==> src/rtl/seq_divider_ctrl.sv <==
// Sequential restoring divider: one quotient bit per clock, MSB first, with a
// start/busy handshake, registered results and a divide-by-zero flag.
module seq_divider_ctrl #(
  parameter int BITS = 4
) (
  input  logic            clk,
  input  logic            rst_n,
  input  logic            start,
  input  logic [BITS-1:0] dividend,
  input  logic [BITS-1:0] divisor,
  output logic            busy,
  output logic            done,
  output logic [BITS-1:0] quotient,
  output logic [BITS-1:0] remainder,
  output logic            div_by_zero
);

  localparam int CW = $clog2(BITS);

  typedef enum logic [1:0] {
    IDLE,
    RUN,
    DONE
  } state_t;

  state_t          state, state_nxt;
  logic [CW-1:0]   cnt;
  logic [BITS-1:0] shreg;
  logic [BITS-1:0] dvsr;
  logic [BITS-1:0] prem;

  logic [BITS:0]   p;
  logic [BITS:0]   p_diff;
  logic            q_bit;
  logic [BITS-1:0] rem_nxt;
  logic [BITS-1:0] shreg_nxt;

  // One restoring step; p is one bit wider so the trial subtraction never truncates.
  always_comb begin
    p         = {prem, shreg[BITS-1]};
    p_diff    = p - {1'b0, dvsr};
    q_bit     = (p >= {1'b0, dvsr});
    rem_nxt   = q_bit ? p_diff[BITS-1:0] : p[BITS-1:0];
    shreg_nxt = {shreg[BITS-2:0], q_bit};
  end

  // NOTE: every always_comb output gets a default first so no path can infer a latch.
  always_comb begin
    state_nxt = state;
    case (state)
      IDLE: if (start) state_nxt = (divisor == '0) ? DONE : RUN;
      RUN:  if (cnt == '0) state_nxt = DONE;
      DONE: state_nxt = IDLE;
      default: state_nxt = IDLE;
    endcase
  end

  // NOTE: sequential state uses non-blocking assignments only, so every flop
  // samples the pre-edge values regardless of statement order.
  always_ff @(posedge clk) begin
    if (!rst_n) begin
      state <= IDLE;
    end else begin
      state <= state_nxt;
    end
  end

  always_ff @(posedge clk) begin
    if (!rst_n) begin
      cnt         <= '0;
      shreg       <= '0;
      dvsr        <= '0;
      prem        <= '0;
      busy        <= 1'b0;
      done        <= 1'b0;
      quotient    <= '0;
      remainder   <= '0;
      div_by_zero <= 1'b0;
    end else begin
      // busy/done are flops that track the upcoming state, keeping them glitch-free.
      busy <= (state_nxt != IDLE);
      done <= (state_nxt == DONE);
      case (state)
        IDLE: begin
          if (start) begin
            if (divisor == '0) begin
              quotient    <= '1;
              remainder   <= dividend;
              div_by_zero <= 1'b1;
            end else begin
              shreg <= dividend;
              dvsr  <= divisor;
              prem  <= '0;
              cnt   <= CW'(BITS - 1);
            end
          end
        end
        RUN: begin
          shreg <= shreg_nxt;
          prem  <= rem_nxt;
          cnt   <= cnt - CW'(1);
          if (cnt == '0) begin
            quotient    <= shreg_nxt;
            remainder   <= rem_nxt;
            div_by_zero <= 1'b0;
          end
        end
        default: ;
      endcase
    end
  end

endmodule

==> config.mk <==
export PLATFORM = sky130hd
export DESIGN_NAME = seq_divider_ctrl
export DESIGN_NICKNAME = d
export VERILOG_FILES = /design/src/rtl/seq_divider_ctrl.sv
export SDC_FILE = /design/constraint.sdc
export NUM_CORES = 1
export LEC_CHECK = 0
export ABC_AREA = 1
export BUFFER_PORTS_ARGS = -buffer_cell sky130_fd_sc_hd__buf_2
export CAP_MARGIN = 20
export CORE_ASPECT_RATIO = 0.5
export CORE_MARGIN = 2
export CORE_UTILIZATION = 37
export CTS_CLUSTER_DIAMETER = 120
export DETAILED_ROUTE_END_ITERATION = 16
export SLEW_MARGIN = 20
export SYNTH_ARGS = -nofsm -noshare
export SYNTH_HDL_FRONTEND = slang
export SYNTH_SLANG_ARGS = --single-unit
==> constraint.sdc <==
create_clock -name clk -period 1.6 [get_ports clk]
set_input_delay 0.16 -clock clk [delete_from_list [all_inputs] [get_ports clk]]
set_output_delay 0.16 -clock clk [all_outputs]
set_load 0.02 [all_outputs]
* Yosys cells after proc, flatten, opt, wreduce, memory -nomap -nowiden
Index checks and enable logic that the tools add are counted.
** Operators by class
- Reduce and logical (&&, ||, !) cells :: 8
- Add/subtract/negate cells :: 2
- Magnitude comparators :: 1
- Multiplexer cells :: 26
- Bitwise logic cells :: 1
- Equal/unequal tests :: 6
** Operators by type and width (number)
- two-way mux 4 bit :: 11
- case mux 4 bit (2 select lines) :: 4
- two-way mux 2 bit :: 5
- inequality test 2 bit (second input constant) :: 4
- case mux 2 bit (2 select lines) :: 2
- AND reduction 3 bit :: 2
- >= comparator 5 x 4 -> 1 bit :: 1
- logical NOT 2 bit :: 2
- logical NOT 4 bit :: 1
- AND reduction 4 bit :: 1
- nonzero test 2 bit :: 2
- subtractor 4 bit :: 1
- two-way mux 1 bit :: 3
- == test 2 x 1 -> 1 bit (second input constant) :: 1
- == test 2 bit (second input constant) :: 1
- case mux 1 bit (2 select lines) :: 1
- subtractor 2 x 1 -> 2 bit (second input constant) :: 1
- NOT 1 bit :: 1
** Word-level totals
- Input bits :: 11
- Flip-flop bits (word level) :: 27
- Logic and storage cells :: 54
- Output and inout port bits :: 11

* Logic depth before layout (Yosys ltp)
- Depth in word-level cells :: 5
- Mapped depth :: 12

* Least setup slack after synthesis
No wires, ideal clock.
- Path type :: register -> register
- From :: register dvsr[2]
- To :: register prem[0]
- Period minus slack after synthesis :: 1445 ps
- Setup time :: 109 ps
- Path slack :: 155 ps
- Path buffers :: 0
- Data required time :: 1491 ps
- Arrival :: 1336 ps
- Stages on the path, launching flop included :: 11
- Cells stage by stage :: dfxtp_1 inv_1 ha_1 a21oi_2 nand2_1 nand2_2 nand2_4 nand3_1 nand3_1 nand2_1 inv_1
** On the way
- Cells in the longest elaborated chain, start to end :: 3
** Ends and longest elaborated chain
- start: declaration :: RTL line 29 : logic [BITS-1:0] dvsr;
- start signal: assignment :: RTL line 92 : dvsr <= divisor;
- >= comparator 5 x 4 -> 1 bit :: RTL line 42 : q_bit = (p >= {1'b0, dvsr});
- two-way mux 4 bit :: RTL line 43 : rem_nxt = q_bit ? p_diff[BITS-1:0] : p[BITS-1:0];
- case mux 4 bit (2 select lines) :: RTL line 83 : case (state)
- end signal: assignment :: RTL line 100 : prem <= rem_nxt;
- end: declaration :: RTL line 30 : logic [BITS-1:0] prem;
No other way between the ends.
A chain may end at the register's enable or synchronous reset.

* Final worst setup path
- From :: register shreg[3]
- To :: register remainder[0]
** On the way
- Cells in the longest elaborated chain, start to end :: 4
- Elaborated cells on any way between the ends :: 5
- Those cells by class :: add/sub (1); order compare (1); mux (3)
** Ends and longest elaborated chain
- start: declaration :: RTL line 28 : logic [BITS-1:0] shreg;
- start signal: assignment :: RTL line 91 : shreg <= dividend;
- start signal: assignment :: RTL line 99 : shreg <= shreg_nxt;
- subtractor 4 bit / >= comparator 5 x 4 -> 1 bit (equally long branches) :: RTL line 41, 42
- two-way mux 4 bit * :: RTL line 43
- two-way mux 4 bit * :: RTL line 102 : if (cnt == '0) begin
- case mux 4 bit (2 select lines) * :: RTL line 83
- end signal: assignment :: RTL line 88 : remainder <= dividend;
- end signal: assignment :: RTL line 104 : remainder <= rem_nxt;
- end: declaration :: RTL line 14 : output logic [BITS-1:0] remainder,
Every way passes the cells marked *; elsewhere a longest branch is shown, timed or not. The select of a mux whose other input is x is not followed.

==> results.yml <==
cts:
  hold_buffers: 0
  clkTransAtPathRegs_ns: 0.10
  clockRootBuffer: "clkbuf_8"
  worstSkewPairLatency_ns: 0.27
  numCtsBuffers: 3
  clock-sinks: 27
  htreeDepth: 1
  cts_tree: "yes"
  cts.path.max_buffers: 2
sta:
  relSlewSlack_pct: 69.8
  max_freq_mhz: 667
  finalHoldViolCount: 0
  fin_crit_sh_pct: 93.7
  fin_crit_ns: 1.50
  finClkSkew_ns: 0.00586
  hold_ws_ns: 0.181
  drv_slew: 0
  worstMarginPinSlew_ns: 0.452
  setup_viol: 0
final_layout:
  multiInputGateArea_um2: 682
  area_growth_pct: 22.1
  drive_above_1_share_pct: 25.4
  fillers: 351
  fin_nets: 231
  ff_latch_area_um2: 546
  fin_area_um2: 1630
  utilization_pct: 47.3
  n_antenna_cell: 0
die:
  core_area_um2: 3450
  start_util_pct: 38.7
  dieArea_um2: 4140
  io-pin-count: 22
  num_rows: 15
  die_y_um: 46.5
  die_x_um: 89.0
logic_synthesis:
  synth_cells: 185
  yosysSeqAreaShare_pct: 40.4
  synth-xor-area-share_pct: 0.655
  synth.avg_cell_area_um2: 7.23
  yosys_warnings: 0
  ys_seq_elements: 27
  synth_compound_area_share_pct: 12.0
  synthAdderAreaFrac_pct: 6.17
  syn_nets: 202
  syn_area_um2: 1340
  synth_top_family_by_area: "simple AND/OR/NAND/NOR gates"
  yosys.area_share.simple_pct: 28.4
  synthMuxAreaShare_pct: 0
  yosysUniqueCellTypes: 26
critical_path:
  cpMostUsedCell: "nand2_1"
  critPathMaxFanout: 6
  crit_buf_inv: 3
  crit_slowest_cell: "dfxtp_2"
  regToRegSetupSlack_ns: 0.10
  critPathLaunchType: "flip-flop"
  r2r_start: "shreg[3]$_SDFFE_PN0P_"
  critical-path-top-delay-family: "simple AND/OR/NAND/NOR gates"
  reg2regPathDepth: 12
  crit_path_end_kind: "flip-flop"
  arrival_ns: 1.68
  path_cells: "inv_1, ha_1, inv_2, nand2_1, nand2_1, nand2_1, nand2_2, nand2_4, nand3_2, nand3_1, nand2_1, inv_1"
  critPathLaunch: "shreg[3]$_SDFFE_PN0P_"
  timing.rr.end: "remainder[0]$_SDFFE_PN0P_"
  crit_type: "flip-flop to flip-flop"
  slowest_delay_ns: 0.34
  required_ns: 1.78
route:
  num_vias: 1193
  wl_um: 2950
  dr.first_iter.drc_count: 62
  via_per_inst: 4.52
  first_pass_iters: 4
  drcViolationCount: 0
  wire_per_inst_um: 11.2
  ant_nets: 0
hold_path:
  worstHoldStart: "divisor[1]"
  hold_depth: 3
  hold_class: "input port to flip-flop"
  min_to: "dvsr[1]$_SDFFE_PN0P_"
place:
  dp_hpwl_um: 2170
  dpl_cell_area_um2: 1510
  place.gp.congestion: 0.875
  io_buffers: 21
pwr:
  ir_drop_v: 0.000359
  p_leak_nw: 0.831
  fin_total_pwr_mw: 1.71
  power_density_nw_per_um2: 1050
global_route:
  grt_util_all_layers_pct: 15.4
  grt-ovfl-total: 0
  grt_max_degree: 18
  grt_pass1_wl_um: 4760
  grt_pass1_vias: 1052
  antenna_found_initial: 0
job:
  drv_cap: 0
run_status:
  outcome: "finished, final reports clean"
logic make-up after synthesis:
kind of cell | count (synthesis)
simple gates | 82
xor+xnor | 1
flops | 27
compound gates | 29
fa+ha+maj | 6
buf+inv | 40
cells in the final DEF (no fill, tap or decap), types with 2 or more instances in the layout:
cell type / instances
o21ai_0: 13
inv_2: 3
nand4_1: 4
nor2_1: 27
dfxtp_2: 4
nand2_4: 3
nand3_1: 12
nand2_2: 3
buf_2: 21
ha_4: 2
o22ai_1: 2
ha_1: 3
clkbuf_8: 3
a21oi_1: 8
dfxtp_1: 23
o211ai_1: 2
nand3_2: 3
inv_1: 31
a31oi_1: 3
nand2_1: 28
buf_4: 7
cell type report:
cell class              count  share of cell area, %
clock inverters             1                  0.307
clock buffers               3                   2.53
multi-input cells         118                   41.8
repair buffers             28                   9.66
well taps                  51                   3.91
inverters                  36                   8.43
flip-flops and latches     27                   33.4
stage by stage:
step | setup TNS [ns] | setup WS [ns] | instances
after floorplan | 0 | 0.155 | 185
after global placement | 0 | 0.0379 | 257
after detailed placement | -0.00649 | -0.00649 | 257
after CTS | 0 | 0.0243 | 261
after global routing | -0.0454 | -0.0154 | 264
final | 0 | 0.100 | 264
synthesized netlist by cell type, drive strengths merged:
master,n,area [um2]
inv,35,134
nand2,34,158
nor2,28,108
dfxtp,27,541
nand3,16,90.1
o21ai,13,65.1
a21oi,9,48.8
ha,5,62.6
nand4,4,25.0
a31oi,3,18.8
buf,3,23.8
o211ai,2,15.0
o22ai,2,12.5
clkbuf,1,3.75
clkinv,1,3.75
fa,1,20.0
xnor2,1,8.76
report_power, final:
part           internal [mW]  switching (mW)
Combinational          0.199           0.339
Clock                  0.175           0.216
Sequential             0.745          0.0379
how the worst max path moves through the flow:
| stage | end | slack [ns] | depth (start not counted) |
|---|---|---|---|
| finish | remainder[0]$_SDFFE_PN0P_ | 0.10 | 12 |
| global route | prem[1]$_SDFFE_PN0P_ | -0.02 | 12 |
| CTS | remainder[0]$_SDFFE_PN0P_ | 0.02 | 12 |
| detailed placement | remainder[0]$_SDFFE_PN0P_ | -0.006 | 10 |
| global placement | remainder[0]$_SDFFE_PN0P_ | 0.04 | 10 |
| floorplan | prem[0]$_SDFFE_PN0P_ | 0.16 | 10 |
routing by layer:
| metal | global-route usage (%) | share of wire (%) |
|---|---|---|
| met1 | 21.1 | 52 |
| met2 | 25.1 | 44 |
| met3 | 3.94 | 2.9 |
| met4 | 2.69 | 0.61 |
| met5 | 0 | 0 |
tightest hold or removal path: stages:
cell     delay, ns
buf_2         0.08
o21ai_0       0.07
a21oi_1       0.11
sequential cells by signal (all words and copies together), names as in the netlist, 2 cells and up:
register	count
prem	4
remainder	4
dvsr	4
state	2
shreg	4
cnt	2
quotient	4
repair_timing:
action,4_1_cts,5_1_grt
setup buffers,0,3
endpoints found under the setup margin,2,8
pin swaps,0,3
gates resized for setup,1,10
Note: power is estimated with default switching activity, not from simulation.
